### config.mk
export PLATFORM = sky130hd
export DESIGN_NAME = mem_arbiter2
export DESIGN_NICKNAME = d
export VERILOG_FILES = /design/src/rtl/mem_arb_pkg.sv /design/src/rtl/rr_arb2.sv /design/src/rtl/mem_arbiter2.sv
export SDC_FILE = /design/constraint.sdc
export NUM_CORES = 1
export LEC_CHECK = 0
export ABC_CLOCK_PERIOD_IN_PS = 6060
export CORE_AREA = 2 2 144 146
export DETAILED_ROUTE_END_ITERATION = 6
export DIE_AREA = 0 0 146 148
export HOLD_SLACK_MARGIN = 0.15
export PLACE_DENSITY = 0.79
export SETUP_SLACK_MARGIN = 0.5
export SYNTH_ARGS = -nofsm -noshare
export SYNTH_HDL_FRONTEND = slang
export SYNTH_SLANG_ARGS = --single-unit
### constraint.sdc
create_clock -name clk -period 6.06 [get_ports clk]
set_input_delay 1.818 -clock clk [delete_from_list [all_inputs] [get_ports clk]]
set_output_delay 1.818 -clock clk [all_outputs]
set_load 0.1 [all_outputs]
### src/rtl/mem_arb_pkg.sv
// Shared constants and helpers for the two-master memory arbiter.
// Port IDs index the request/grant vectors of rr_arb2.
package mem_arb_pkg;

   localparam logic PORT_I = 1'b0;
   localparam logic PORT_D = 1'b1;
   localparam int   CNT_W  = 32;

   // Statistics counters stick at all-ones instead of wrapping.
   function automatic logic [CNT_W-1:0] sat_inc(
      input logic [CNT_W-1:0] v
   );
      return (&v) ? v : v + 1'b1;
   endfunction

endpackage

### src/rtl/rr_arb2.sv
// Two-request round-robin arbiter; last_q remembers the most recent winner.
// A lone requester always wins; on a tie the other master gets its turn.
module rr_arb2
   import mem_arb_pkg::*;
(
   input  logic       clk,
   input  logic       resetb,
   input  logic [1:0] req,
   output logic [1:0] gnt
);

   logic last_q;
   logic last_d;

   always_comb begin
      gnt    = 2'b00;
      last_d = last_q;
      if (req[PORT_I] && (!req[PORT_D] || last_q == PORT_D)) begin
         gnt[PORT_I] = 1'b1;
         last_d      = PORT_I;
      end else if (req[PORT_D]) begin
         gnt[PORT_D] = 1'b1;
         last_d      = PORT_D;
      end
   end

   always_ff @(posedge clk or negedge resetb) begin
      if (!resetb) last_q <= PORT_I;
      else         last_q <= last_d;
   end

endmodule

### src/rtl/mem_arbiter2.sv
// Merges instruction and data ports onto one single-port memory bus,
// routes one-cycle-late read data back, and keeps stall statistics.
module mem_arbiter2
   import mem_arb_pkg::*;
#(
   parameter int SIZE = 4096
) (
   input  logic             clk,
   input  logic             resetb,
   input  logic             i_req,
   input  logic [29:0]      i_addr,
   output logic             i_gnt,
   output logic             i_rresp,
   output logic [31:0]      i_rdata,
   input  logic             d_req,
   input  logic             d_we,
   input  logic [29:0]      d_addr,
   input  logic [31:0]      d_wdata,
   input  logic [3:0]       d_wstrb,
   output logic             d_gnt,
   output logic             d_rresp,
   output logic [31:0]      d_rdata,
   output logic             m_ready,
   output logic             m_we,
   output logic [29:0]      m_addr,
   output logic [31:0]      m_wdata,
   output logic [3:0]       m_wstrb,
   input  logic             m_rresp,
   input  logic [31:0]      m_rdata,
   output logic [CNT_W-1:0] conflicts,
   output logic [CNT_W-1:0] i_stalls,
   output logic [CNT_W-1:0] d_stalls,
   output logic             err
);

   localparam int ALSB = $clog2(SIZE) - 2;

   logic [1:0] req;
   logic [1:0] gnt;

   logic             rd_pend_q,  rd_pend_d;
   logic             rd_owner_q, rd_owner_d;
   logic             err_q,      err_d;
   logic [CNT_W-1:0] conf_q,     conf_d;
   logic [CNT_W-1:0] istl_q,     istl_d;
   logic [CNT_W-1:0] dstl_q,     dstl_d;

   always_comb begin
      req         = 2'b00;
      req[PORT_I] = i_req;
      req[PORT_D] = d_req;
   end

   rr_arb2 u_arb (
      .clk    (clk),
      .resetb (resetb),
      .req    (req),
      .gnt    (gnt)
   );

   assign i_gnt = gnt[PORT_I];
   assign d_gnt = gnt[PORT_D];

   always_comb begin
      m_ready = 1'b0;
      m_we    = 1'b0;
      m_addr  = '0;
      m_wdata = '0;
      m_wstrb = '0;
      unique case (1'b1)
         d_gnt: begin
            m_ready = 1'b1;
            m_we    = d_we;
            m_addr  = d_addr;
            m_wdata = d_wdata;
            m_wstrb = d_wstrb;
         end
         i_gnt: begin
            m_ready = 1'b1;
            m_addr  = i_addr;
         end
         default: ;
      endcase
   end

   // Any cycle without a read strobe retires the outstanding owner.
   always_comb begin
      rd_pend_d  = 1'b0;
      rd_owner_d = rd_owner_q;
      if (m_ready && !m_we) begin
         rd_pend_d  = 1'b1;
         rd_owner_d = d_gnt ? PORT_D : PORT_I;
      end
   end

   always_comb begin
      err_d  = err_q | (m_ready & (|m_addr[29:ALSB]));
      conf_d = conf_q;
      istl_d = istl_q;
      dstl_d = dstl_q;
      if (i_req && d_req) conf_d = sat_inc(conf_q);
      if (i_req && !i_gnt) istl_d = sat_inc(istl_q);
      if (d_req && !d_gnt) dstl_d = sat_inc(dstl_q);
   end

   always_ff @(posedge clk or negedge resetb) begin
      if (!resetb) begin
         rd_pend_q  <= 1'b0;
         rd_owner_q <= PORT_I;
         err_q      <= 1'b0;
         conf_q     <= '0;
         istl_q     <= '0;
         dstl_q     <= '0;
      end else begin
         rd_pend_q  <= rd_pend_d;
         rd_owner_q <= rd_owner_d;
         err_q      <= err_d;
         conf_q     <= conf_d;
         istl_q     <= istl_d;
         dstl_q     <= dstl_d;
      end
   end

   assign i_rresp   = m_rresp & rd_pend_q & (rd_owner_q == PORT_I);
   assign d_rresp   = m_rresp & rd_pend_q & (rd_owner_q == PORT_D);
   assign i_rdata   = i_rresp ? m_rdata : '0;
   assign d_rdata   = d_rresp ? m_rdata : '0;
   assign conflicts = conf_q;
   assign i_stalls  = istl_q;
   assign d_stalls  = dstl_q;
   assign err       = err_q;

endmodule
==> metrics.txt <==
worst-path maximum fanout 7; Sw Share 47.7%; largest net degree at the start of global routing 62; # clock sinks 100; Worst Tran Pin Value 1.04 ns; multiplexer area fraction after synthesis 1.43%; most common cell after layout, fill and taps aside clkdlybuf4s50_1; grt ovf 0; crit path time final 5.38 ns; total iterations of the first detailed-routing run 5; critical path arrival 3.57 ns; Rows 52; num ports 367; Max-slew headroom 30.2%; # hold bufs at CTS 0; Worst R2R Setup Slack 3.48 ns; Hold Vio Cnt, Final 0; Ys Warns 0; xor/xnor share of the synthesized area 12.8%; CTS tree yes; peak supply drop 247 uV; Logic pwr share 52.1%; Critical-path top delay cell clkdlybuf4s50_1; Die ar. 21600 um2; Seq pwr share 27.5%; root buf cell clkbuf_16; CORE AREA 20000 um2; Vias/cell 4.96; clock buffer depth 2; Clock transition at path regs 0.07 ns; DRC 0; Synth Flop Type dfrtp_1; clock group share of total power 20.4%; CTS HTree Levels 3; wire length per cell 20.4 um; outcome finished, final reports clean; CP Buf/Inv Count 4; DR iter-0 viols 329; CTS Buf Count 9; Crit path max-delay family buffers and inverters; setup_tns 0 ns; Switching Power 1390 uW; vias in the first global route 6354; Die X 146 um; Adder-Cell Fraction of Synth Area 0.623%; largest family of logic cells by synthesized area simple AND/OR/NAND/NOR gates; Cells after Synth 682; WP data required 4.24 ns; DR vias 6554; Compound-Gate Fraction of Synth Area 5.79%; Crit. End Element output pin; Final Max Slew Viols 0; initial antenna violation count 9; total of max-cap violations 0; layout cells sized above 1 20.1%; Area Overhead vs Synth 96.1%; most frequent cells in the layout clkdlybuf4s50_1 (229), buf_12 (137), and2_1 (103), dfrtp_1 (100), nand2_1 (99); # setup viols final 0; Int Pwr 1520 uW; skew final 0.00663 ns; IO buf count 366; Lkg Pwr 0.00492 uW; Power Density 247 nW/um2; total wire length 26.9 mm; Syn Nets 819; FF+latch count, synth 100; slowest stage delay, CP 0.56 ns; worst-skew pair later-pin latency 0.35 ns; Die Y 148 um; Hold Path Class flip-flop to flip-flop; nets 1182; f_max 0.186 GHz; Synth cell types 46; Post-DRT Antenna Nets 0; FFs w/ async S/R, synth 100%; RSZ-0062 raised after global routing no; simple logic cell fraction of the synthesized area 35.1%; gp weighted congestion 1.02; Initial Util 30.1%; post-synthesis area per instance 8.84 um2; sequential share of the synthesized area 41.5%; cells along the critical path clkdlybuf4s50_1 > inv_1 > a21oi_4 > buf_4 > mux2i_1 > buf_12; Final Worst Setup Slack 0.676 ns; crit path launch type primary input; Final period util 88.8%; post-DP HPWL 22.0 mm; Place WS 0.582 ns; Post-synth EDFFs 0; global-route wire length before repair 39.7 mm; GRT Total Usage 24.1%; Synth Cell Area 6030 um2; Setup CP Type primary input to output pin
-- kinds of logic after synthesis --
family / after synthesis
compound gates: 57
xor+xnor: 88
fa+ha+maj: 3
buf+inv: 41
flops: 100
mux: 8
simple gates: 385
-- worst paths after layout --
| check | endpoint | startpoint | cells past startpoint |
|---|---|---|---|
| setup / recovery | m_addr[15] | i_req | 6 |
| hold / removal | i_stalls[30] | i_stalls[30] | 1 |
| setup reg to reg | i_stalls[1] | i_stalls[0] | 6 |
| hold reg to reg | i_stalls[30] | i_stalls[30] | 1 |
| max in group asynchronous | d_stalls[24] | resetb | 2 |
| min in group asynchronous | i_stalls[30] | resetb | 1 |
-- state kept, by name, indices dropped and copies added, names as in the netlist --
signal,flops
rd_pend_q,1
err,1
u_arb.last_q,1
conflicts,32
i_stalls,32
d_stalls,32
rd_owner_q,1
-- synth_stat cells, types with 2 or more instances --
master / count / area [um2]
and2_1: 107 / 669
dfrtp_1: 100 / 2500
nand2_1: 99 / 372
xnor2_1: 59 / 517
nand4_1: 37 / 231
nand3_1: 33 / 165
o21ai_0: 32 / 160
xor2_1: 29 / 254
clkbuf_1: 26 / 97.6
nor2_1: 24 / 90.1
and3_1: 21 / 131
nor3_1: 18 / 90.1
inv_1: 13 / 48.8
and4_1: 10 / 87.6
nor4_1: 8 / 50.1
or4_1: 7 / 52.6
a21oi_1: 5 / 25.0
mux2_2: 5 / 56.3
a311oi_1: 4 / 35.0
nand3b_1: 4 / 30.0
a31oi_1: 3 / 18.8
ha_1: 3 / 37.5
mux2i_1: 3 / 30.0
nor4_2: 3 / 37.5
o2111ai_1: 3 / 26.3
or3_1: 3 / 18.8
nor3b_1: 2 / 15.0
o211ai_1: 2 / 15.0
or2_2: 2 / 12.5
-- cell type report --
type	count	area [um2]
antenna	2	5.00
clock buffer	12	246
clock inverter	4	57.6
fill	1660	8220
inverter	13	48.8
multi-input combinational	541	3480
sequential	100	2500
tap	270	338
timing repair buffer	380	5140
-- stage by stage --
stage	cell area [um2]	total power [uW]	hold WS [ns]	std cells	utilization, %
2_1_floorplan	6140	1760	0.528	682	-
3_3_place_gp	11500	2320	0.473	1300	57.3
3_5_place_dp	11500	2320	0.485	1300	57.3
4_1_cts	11800	2940	0.497	1316	58.8
5_1_grt	11800	3010	0.519	1321	59.0
6_report	11800	2920	0.495	1322	59.0
-- what timing repair did --
action | 4_1_cts | 5_1_grt
setup buffers | 0 | 4
resized for setup | 0 | 1
hold endpoints to repair | 0 | 0
endpoints found under the setup margin | 0 | 22
-- layer usage --
| metal | wire (um) | share of wire (%) | up-vias | global-route usage [%] |
|---|---|---|---|---|
| met5 | 23 | 0.085 | - | 0 |
| met4 | 414 | 1.5 | 4 | 4.71 |
| met3 | 3170 | 12 | 34 | 11.1 |
| met2 | 11800 | 44 | 301 | 35.8 |
| met1 | 11500 | 43 | 3114 | 32.6 |
| li1 | - | - | 3101 | - |
-- power by group through the flow --
stage	registers, uW	clock network, uW	logic, uW
after global routing	812	642	1560
after CTS	801	617	1520
final	802	596	1520
after global placement	810	0	1510
after detailed placement	812	0	1510
after floorplan	1170	0	593
Power figures use the tool's default switching activity.
